--- src/rtl/pll_reset_sequencer.sv ---
// pll_reset_sequencer
//   Turns the asynchronous PLL lock level into the design-wide synchronous
//   system reset. Lock has to stay continuously high for LOCK_STABLE_CYCLES
//   before a RESET_HOLD_CYCLES hold phase, after which sys_reset is released.
//   Losing lock while running re-asserts reset and is recorded for debug.
//
// Ports
//   clk           PLL output clock (only clock)
//   reset         synchronous active-high reset
//   locked_in     PLL lock level, asynchronous to clk
//   clear_sticky  one-cycle pulse clearing lock_lost / loss_count
//   sys_reset     registered active-high system reset
//   ready         registered, high exactly in RUN
//   state         debug: 0 WAIT_LOCK, 1 STABLE, 2 HOLD, 3 RUN
//   lock_lost     sticky flag, set on lock loss from RUN
//   loss_count    saturating count of lock losses from RUN
module pll_reset_sequencer #(
   parameter int unsigned SYNC_STAGES        = 2,
   parameter int unsigned LOCK_STABLE_CYCLES = 1024,
   parameter int unsigned RESET_HOLD_CYCLES  = 16,
   parameter int unsigned COUNT_WIDTH        = 8
) (
   input  logic                   clk,
   input  logic                   reset,
   input  logic                   locked_in,
   input  logic                   clear_sticky,
   output logic                   sys_reset,
   output logic                   ready,
   output logic [1:0]             state,
   output logic                   lock_lost,
   output logic [COUNT_WIDTH-1:0] loss_count
);

   localparam int unsigned MAX_CYCLES = (LOCK_STABLE_CYCLES > RESET_HOLD_CYCLES) ?
                                        LOCK_STABLE_CYCLES : RESET_HOLD_CYCLES;
   localparam int unsigned CNT_W      = $clog2(MAX_CYCLES + 1);

   localparam logic [CNT_W-1:0] STABLE_LAST = CNT_W'(LOCK_STABLE_CYCLES - 1);
   localparam logic [CNT_W-1:0] HOLD_LAST   = CNT_W'(RESET_HOLD_CYCLES - 1);

   typedef enum logic [1:0] {
      WAIT_LOCK = 2'd0,
      STABLE    = 2'd1,
      HOLD      = 2'd2,
      RUN       = 2'd3
   } state_t;

   state_t                 st;
   logic [CNT_W-1:0]       cnt;
   logic [SYNC_STAGES-1:0] sync;
   logic                   lock_s;
   logic                   run_loss;

   assign lock_s   = sync[SYNC_STAGES-1];
   assign run_loss = (st == RUN) && !lock_s;
   assign state    = st;

   // Synchronizer: the only place locked_in is sampled.
   always_ff @(posedge clk) begin
      if (reset) begin
         sync <= '0;
      end else begin
         sync <= {sync[SYNC_STAGES-2:0], locked_in};
      end
   end

   // Sequencer. sys_reset/ready are assigned alongside the next state so they
   // change on the same edge as state.
   always_ff @(posedge clk) begin
      if (reset) begin
         st        <= WAIT_LOCK;
         cnt       <= '0;
         sys_reset <= 1'b1;
         ready     <= 1'b0;
      end else begin
         case (st)
            WAIT_LOCK: begin
               sys_reset <= 1'b1;
               ready     <= 1'b0;
               cnt       <= '0;
               if (lock_s) st <= STABLE;
            end
            STABLE: begin
               sys_reset <= 1'b1;
               ready     <= 1'b0;
               if (!lock_s) begin
                  st  <= WAIT_LOCK;
                  cnt <= '0;
               end else if (cnt == STABLE_LAST) begin
                  st  <= HOLD;
                  cnt <= '0;
               end else begin
                  cnt <= cnt + CNT_W'(1);
               end
            end
            HOLD: begin
               if (!lock_s) begin
                  st        <= WAIT_LOCK;
                  cnt       <= '0;
                  sys_reset <= 1'b1;
                  ready     <= 1'b0;
               end else if (cnt == HOLD_LAST) begin
                  st        <= RUN;
                  cnt       <= '0;
                  sys_reset <= 1'b0;
                  ready     <= 1'b1;
               end else begin
                  cnt       <= cnt + CNT_W'(1);
                  sys_reset <= 1'b1;
                  ready     <= 1'b0;
               end
            end
            RUN: begin
               if (!lock_s) begin
                  st        <= WAIT_LOCK;
                  sys_reset <= 1'b1;
                  ready     <= 1'b0;
               end else begin
                  sys_reset <= 1'b0;
                  ready     <= 1'b1;
               end
            end
            default: begin
               st        <= WAIT_LOCK;
               cnt       <= '0;
               sys_reset <= 1'b1;
               ready     <= 1'b0;
            end
         endcase
      end
   end

   // Loss-from-RUN bookkeeping. A loss on the same edge as a clear wins and
   // restarts the count at one.
   always_ff @(posedge clk) begin
      if (reset) begin
         lock_lost  <= 1'b0;
         loss_count <= '0;
      end else if (run_loss) begin
         lock_lost <= 1'b1;
         if (clear_sticky) begin
            loss_count <= COUNT_WIDTH'(1);
         end else if (loss_count != '1) begin
            loss_count <= loss_count + COUNT_WIDTH'(1);
         end
      end else if (clear_sticky) begin
         lock_lost  <= 1'b0;
         loss_count <= '0;
      end
   end

endmodule
--- config.mk ---
export PLATFORM = sky130hd
export DESIGN_NAME = pll_reset_sequencer
export DESIGN_NICKNAME = d
export VERILOG_FILES = /design/src/rtl/pll_reset_sequencer.sv
export SDC_FILE = /design/constraint.sdc
export NUM_CORES = 1
export LEC_CHECK = 0
export BUFFER_PORTS_ARGS = -buffer_cell sky130_fd_sc_hd__buf_2
export CORE_ASPECT_RATIO = 0.9
export CORE_MARGIN = 2
export CORE_UTILIZATION = 30
export CTS_CLUSTER_DIAMETER = 150
export DETAILED_ROUTE_END_ITERATION = 12
export PLACE_DENSITY = 0.46
export SLEW_MARGIN = 5
export SYNTH_ARGS = -nofsm -noshare
export SYNTH_HDL_FRONTEND = slang
export SYNTH_SLANG_ARGS = --single-unit
--- constraint.sdc ---
create_clock -name clk -period 2.4 [get_ports clk]
set_input_delay 0 -clock clk [delete_from_list [all_inputs] [get_ports clk]]
set_output_delay 0 -clock clk [all_outputs]
set_load 0.02 [all_outputs]
# Yosys cells after proc, flatten, opt, wreduce, memory -nomap -nowiden
# Cells that the tools add are included.
[totals]
elab_cells = 54
out_inout_bits = 13
ff_bits = 26
in_bits = 4
[classes]
eq_ne = 10
n_mux = 26
n_addsub = 2
reduce_logical = 9
[op_table]
columns = ["op", "n"]
rows = [
  ["$mux W11", 4],
  ["$pmux W11 S3", 1],
  ["$mux W8", 4],
  ["$mux W2", 6],
  ["$add A11 B1 Y11 const B", 1],
  ["$eq A11 B10 Y1 const B", 1],
  ["$eq A11 B4 Y1 const B", 1],
  ["$add A8 B1 Y8 const B", 1],
  ["$mux W1", 8],
  ["$ne A8 B8 Y1 const B", 1],
  ["$pmux W2 S4", 1],
  ["$ne A3 B3 Y1 const B", 2],
  ["$pmux W1 S3", 2],
  ["$eq A2 B2 Y1 const B", 2],
  ["$ne A2 B2 Y1 const B", 2],
  ["$reduce_and A4 Y1", 1],
  ["$reduce_bool A2 Y1", 2],
  ["$reduce_bool A3 Y1", 1],
  ["$eq A2 B1 Y1 const B", 1],
  ["$logic_not A2 Y1", 1],
  ["$reduce_and A2 Y1", 1],
  ["$reduce_or A2 Y1", 1],
  ["$logic_and A1 B1 Y1", 1],
  ["$logic_not A1 Y1", 1],
]

# Depth between registers and ports, before layout
# Gate-level depths: netlist (run 1).
[depth]
ltp_word = 4
depth_mapped = 7
ltp_nobuf = 7

# Worst setup path before layout (run 1)
# Ideal clock, no wire load.
[synth_path]
kind = "flip-flop to flip-flop"
from = "register st[0], in the netlist state[0]"
to = "register cnt[8]"
arrival_ns = 1.967
setup_ns = 0.071
stages_incl_launch_ff = 7
n_path_buf = 0
path_slack_ns = 0.362
synth_period_minus_slack_ns = 2.038
t_required_ns = 2.329
path_cell_list = "dfxtp_1 inv_1 ha_1 o211ai_1 or2_2 or4b_1 a21oi_1"
[synth_via]
elab_chain_len = 2
elab_cells_between_ends = 5
classes_between = "eq/ne (2); mux (1); reduce/logical (2)"
[synth_lines]
columns = ["element", "line", "source"]
rows = [
  ["start, declared", "48", "state_t st;"],
  ["start signal, assigned", "71", "st <= WAIT_LOCK;"],
  ["start signal, assigned", "81", "if (lock_s) st <= STABLE;"],
  ["start signal, assigned", "87", "st <= WAIT_LOCK;"],
  ["$eq A2 B2 Y1, or another cell as far along", "76", "case (st)"],
  ["$pmux W11 S3 or $reduce_bool A3 Y1 (tied branches)", "--", ""],
  ["end signal, assigned", "93", "cnt <= cnt + CNT_W'(1);"],
  ["end signal, assigned", "108", "cnt <= cnt + CNT_W'(1);"],
  ["end, declared", "49", "logic [CNT_W-1:0] cnt;"],
]
# Several ways; a longest one is shown, not always the timed one.
# A chain may end at the register's enable or synchronous reset.

# Worst setup path in the final report (run 1)
[layout_path]
from = "register st[1], in the netlist state[1]"
to = "register cnt[8]"
# Same word-level chain as after synthesis.

==> results.tsv, run 1 <==
metric	value	unit
TritonRoute pass-1 iters	4	
Stages on worst setup path	6	
GPL Wtd Cong	0.794	
delay-heaviest family, CP	simple AND/OR/NAND/NOR gates	
Post-CTS Repair Setup Buffers	0	
Post-Syn Area	1380	sq um
top sig layer	met4	
f_max	488	MHz
Mapped Cells	162	
DRT antenna net count	0	
crit end category	flip-flop	
fin worst setup slack	350	ps
Final Hold Viols	0	
R2R Path Start	state[1]	
H-tree Lvls	1	
Final Core Density	36.0	%
area grow syn2layout	15.6	%
actual slew at the worst max-slew pin	656	ps
max incr delay on CP	510	ps
Buffers & Inverters on Critical Path	1	
Final nets	192	
CP startpoint kind	flip-flop	
largest cells by area after synthesis	dfxtp_1 (38%), ha_1 (6.3%), a21oi_1 (3.6%), nand2b_1 (3.6%), nand2_1 (3.5%)	
peak supply drop	0.000219	V
Die H	68.4	um
# clock sinks	26	
clock buffer depth	2	
RR Endpoint	cnt[8]	
vias in the first global route	1106	
core box area	4430	sq um
CP Cell Sequence	inv_1, ha_1, o211ai_1, or2_2, or4b_1, a21oi_1	
minimum setup slack after placement	350	ps
PortBufs	16	
Final Setup Violations	0	
count of pins over their slew limit	0	
gr usage total	12.4	%
Vias/cell	5.15	
Final Skew	5.13	ps
Top FF cell, synth	dfxtp_1	
Distinct cells, synth	39	
WP data required	2610	ps
Syn Area/Cell	8.53	sq um
final worst path period share	85.4	%
Starting Density	31.2	%
synthesis-stage register bit count	26	
layout cells sized above 1	16.7	%
GRT Residual Overflow	0	
crit path to	cnt[8]	
Synth top area share	37.7	%
largest net degree at the start of global routing	23	
crit path kind	reg2reg	
antenna violations before repair	0	
met3 wire len	102	um
wire per inst	12.2	um
worst r2r path cells	6	
hpwl dp	2180	um
Tmin final	2050	ps
clock latency on the worst-skew pair	280	ps
Final TNS setup	0	ps
leakage power	0.570	nW
largest area contributor in the netlist	dfxtp_1	
CTS Root Cell	clkbuf_8	
n_diodes	0	
met2 routed wirelength	1350	um
Post-synth EDFFs	0	
outcome	complete, no violations	
YS warnings	0	
CTS buffer count	3	
global-route wire length before repair	4990	um
Max-slew headroom	56.0	%
row count	23	
routed via count	1247	
max_cap viols	0	
CP Launch Point	state[1]	
final cell count without fillers	242	
Tot Pwr	0.779	mW
Crit Path Max Fanout	6	
worst min path class	in2reg	
placed cells	237	
die area	5160	sq um
CTS tree	done	
RSZ-0062 raised after global routing	no	
Routed met1 length	1480	um
initial DRC count	75	
I/O pins	17	
sequential area share after synthesis	37.7	%
flop2flop setup slack	350	ps
Post-Route WL	2950	um
die width	75.5	um
Residual DRC	0	
Clock transition at path regs	100	ps
CP max stage cell	or4b_1	
PwrDens	488	nW/um^2
Worst Path Arrival	2260	ps
Syn Nets	173	
async set or reset register ratio after synthesis	0	%
[registers in the layout, summed over array words and instances, names as in the netlist]
register and flops:
lock_lost 1, cnt 11, loss_count 8, ready 1, sync 2, state 2
sys_reset 1
[cell usage after synthesis (2+ instances only)]
cell and count:
dfxtp_1 26, nand2_1 13, nor2_1 12, a21oi_1 10
o21ai_0 9, nand2b_1 8, ha_1 7, inv_1 6
nand3_1 6, nor3_1 6, or3_1 6, o31ai_1 5
clkbuf_1 4, nor2b_1 4, o2bb2ai_1 4, xnor2_1 4
and3_1 3, nor4_1 3, a21o_1 2, mux2i_1 2
o22ai_1 2, or2_2 2, or4_1 2
[how the worst min path moves through the flow]
stage                      start       endpoint  cells after the start
finish              clear_sticky  loss_count[0]                      4
global route        clear_sticky  loss_count[0]                      4
CTS                 clear_sticky  loss_count[0]                      4
detailed placement     locked_in        sync[0]                      2
global placement       locked_in        sync[0]                      2
floorplan              locked_in        sync[0]                      1
[cell usage in the layout (no fill, tap or decap), drive strengths merged, types with 6 or more instances in the layout]
| cell type | count |
|---|---|
| dfxtp | 26 |
| buf | 17 |
| nand2 | 13 |
| nor2 | 12 |
| a21oi | 11 |
| o21ai | 9 |
| nand2b | 8 |
| ha | 7 |
| nor3 | 7 |
| inv | 6 |
| nand3 | 6 |
| or3 | 6 |
| o31ai | 6 |
[cells by family (layout without fill, tap and decap cells)]
kind of cell    Yosys count  count (layout)  share of synthesized area (%)
mux                       2               2                           1.45
simple gates             73              73                           30.0
buf+inv                  10              28                           2.72
xor+xnor                  4               4                           2.54
fa+ha+maj                 7               7                           6.34
compound gates           40              40                           19.3
flops                    26              26                           37.7
[area by class of cell]
| cell class | instances | area [sq um] |
|---|---|---|
| well taps | 62 | 77.6 |
| repair buffers | 18 | 97.6 |
| multi-input cells | 126 | 823 |
| flip-flops and latches | 26 | 520 |
| clock buffers | 4 | 55.1 |
| fillers | 489 | 2840 |
| inverters | 6 | 22.5 |
[worst reg2reg max path, cell delays in order, from the launching register on]
cell	delay, ps
dfxtp_1	430
inv_1	90
ha_1	280
o211ai_1	180
or2_2	350
or4b_1	510
a21oi_1	140
[routing by layer]
layer / global-route usage [%] / vias up
li1: - / 628
met1: 16.0 / 599
met2: 20.4 / 16
met3: 3.09 / 4
met4: 3.51 / 0
met5: 0 / -
[where the power goes]
| group | switching (mW) | internal [mW] | leakage [nW] |
|---|---|---|---|
| clock | 0.147 | 0.147 | 0.0288 |
| combinational | 0.0282 | 0.0169 | 0.332 |
| sequential | 0.00464 | 0.435 | 0.210 |
[metrics by stage]
| stage | hold slack (ps) | area, sq um |
|---|---|---|
| detailed placement | 216 | 1530 |
| finish | 47.3 | 1600 |
| global placement | 218 | 1530 |
| CTS | 41.9 | 1600 |
| global route | 59.4 | 1600 |
| floorplan | 128 | 1380 |
[timing repair]
action	CTS	global route
hold buffers	1	0
gates resized for setup	0	0
endpoints found under the hold margin	1	0
(Power assumes the default switching activity.)
==> run 2, diff against run 1 <==
--- a/config.mk
+++ b/config.mk
@@ -11,7 +11,7 @@
 export CORE_UTILIZATION = 30
 export CTS_CLUSTER_DIAMETER = 150
 export DETAILED_ROUTE_END_ITERATION = 12
-export PLACE_DENSITY = 0.46
+export PLACE_DENSITY = 0.47
 export SLEW_MARGIN = 5
 export SYNTH_ARGS = -nofsm -noshare
 export SYNTH_HDL_FRONTEND = slang
==> constraint.sdc (replaced) <==
create_clock -name clk -period 1.65 [get_ports clk]
set_input_delay 0 -clock clk [delete_from_list [all_inputs] [get_ports clk]]
set_output_delay 0 -clock clk [all_outputs]
set_load 0.02 [all_outputs]
==> results.tsv, run 2 (same netlist as run 1, synthesis figures left out) <==
metric	value	unit	change
die width	75.5	um	unchanged
top flop regs	cnt x11, loss_count x8		
Clock transition at path regs	100	ps	about the same
clock buffer depth	2		unchanged
violated checks	negative setup slack		
Fin Hold WS	38.5	ps	-8.80 ps
Final Core Density	45.8	%	+9.8 points
actual slew at the worst max-slew pin	460	ps	-196 ps
TritonRoute pass-1 iters	4		unchanged
max reg flops	11		unchanged
routed via count	1358		+8.9%
CTS Root Cell	clkbuf_8		
commonest cells after routing, fill and taps aside	buf_4 (34), dfxtp_1 (22), buf_2 (16)		
CP max stage cell	or4_4		
I/O pins	17		unchanged
CTS buffer count	3		unchanged
initial DRC count	55		-27%
Die H	68.4	um	unchanged
RSZ-0062 raised after global routing	yes		
DRT antenna net count	0		unchanged
global-route wire length before repair	5640	um	+13%
# clock sinks	26		unchanged
antenna violations before repair	0		unchanged
Post-Route WL	3500	um	+18%
hpwl dp	2570	um	+18%
PortBufs	16		unchanged
Starting Density	31.2	%	unchanged
max_cap viols	0		unchanged
GRT Residual Overflow	0		unchanged
Crit Path Max Fanout	4		-2
Final Hold Viols	0		unchanged
gr usage total	14.2	%	+1.8 points
worst min path class	in2reg		
CTS tree	done		
leakage power	0.772	nW	+35%
commonest non-fill, non-tap cell in the layout	buf_4		
CP Cell Sequence	or4_4, nor4_4, a211o_2, buf_6, o31ai_1, o2bb2ai_2		
final worst path period share	113	%	+27 points
register name with the most flops	cnt		
Final Setup Violations	13		+13
Placed Instance Area	1830	sq um	+19%
Worst Path Arrival	2040	ps	-220 ps
Tmin final	1860	ps	-189 ps
WP data required	1830	ps	-780 ps
die area	5160	sq um	unchanged
H-tree Lvls	1		unchanged
delay-heaviest family, CP	simple AND/OR/NAND/NOR gates		
wire per inst	12.6	um	+3.1%
vias in the first global route	1216		+9.9%
Max-slew headroom	69.3	%	+13 points
Tot Pwr	1.21	mW	+56%
peak supply drop	0.000619	V	+180%
n_diodes	0		unchanged
f_max	537	MHz	+10%
crit path kind	reg2reg		
Buffers & Inverters on Critical Path	1		unchanged
Final Skew	6.59	ps	+1.46 ps
max incr delay on CP	570	ps	+60 ps
largest net degree at the start of global routing	23		unchanged
outcome	finished, violations left		
core box area	4430	sq um	unchanged
layout cells sized above 1	42.6	%	+26 points
GPL Wtd Cong	0.794		about the same
clock latency on the worst-skew pair	270	ps	about the same
CP startpoint kind	flip-flop		
crit end category	flip-flop		
final instance area	2030	sq um	+27%
PwrDens	598	nW/um^2	+23%
Final nets	228		+19%
row count	23		unchanged
area grow syn2layout	47.0	%	
count of pins over their slew limit	0		unchanged
minimum setup slack after placement	-202	ps	-552 ps
Residual DRC	0		unchanged
Vias/cell	4.88		-5.2%
fin worst setup slack	-211	ps	-561 ps
[run 2: layout make-up]
type                    instances  area (sq um)
fillers                       453          2400
well taps                      62          77.6
multi-input cells             126           950
clock buffers                   4          66.3
repair buffers                 54           379
inverters                       6          27.5
flip-flops and latches         26           531
[run 2: final timing paths]
kind           startpoint             to  slack (ps)  depth (start not counted)
min reg2reg       sync[0]        sync[1]         450                          1
min          clear_sticky  loss_count[0]          40                          4
max                cnt[4]         cnt[5]        -210                          6
max reg2reg        cnt[4]         cnt[5]        -210                          6
[run 2: layer usage]
| metal | share of wire, % | GRT usage, % |
|---|---|---|
| met1 | 48 | 20.1 |
| met2 | 47 | 22.5 |
| met3 | 4.3 | 3.09 |
| met4 | 0.29 | 1.97 |
| met5 | 0 | 0 |
[run 2: what timing repair did]
item,CTS,global route
hold endpoints to repair,1,0
endpoints found under the setup margin,15,21
gates resized for setup,13,14
setup buffers,3,2
hold buffers,1,0
pin swaps,12,8
[run 2: tightest hold or removal path: stages]
cell	delay, ps
buf_2	90
inv_1	50
nand3_1	70
a21oi_1	60
[run 2: where the power goes]
part	switching, mW	total, mW	internal [mW]
sequential	0.00720	0.640	0.633
clock	0.209	0.473	0.264
combinational	0.0545	0.101	0.0467
[run 2: per-stage QoR]
stage,instances,TNS [ps]
2_1_floorplan,162,-829
3_3_place_gp,269,-1780
3_5_place_dp,269,-1690
4_1_cts,276,-1590
5_1_grt,278,-2970
6_report,278,-1860
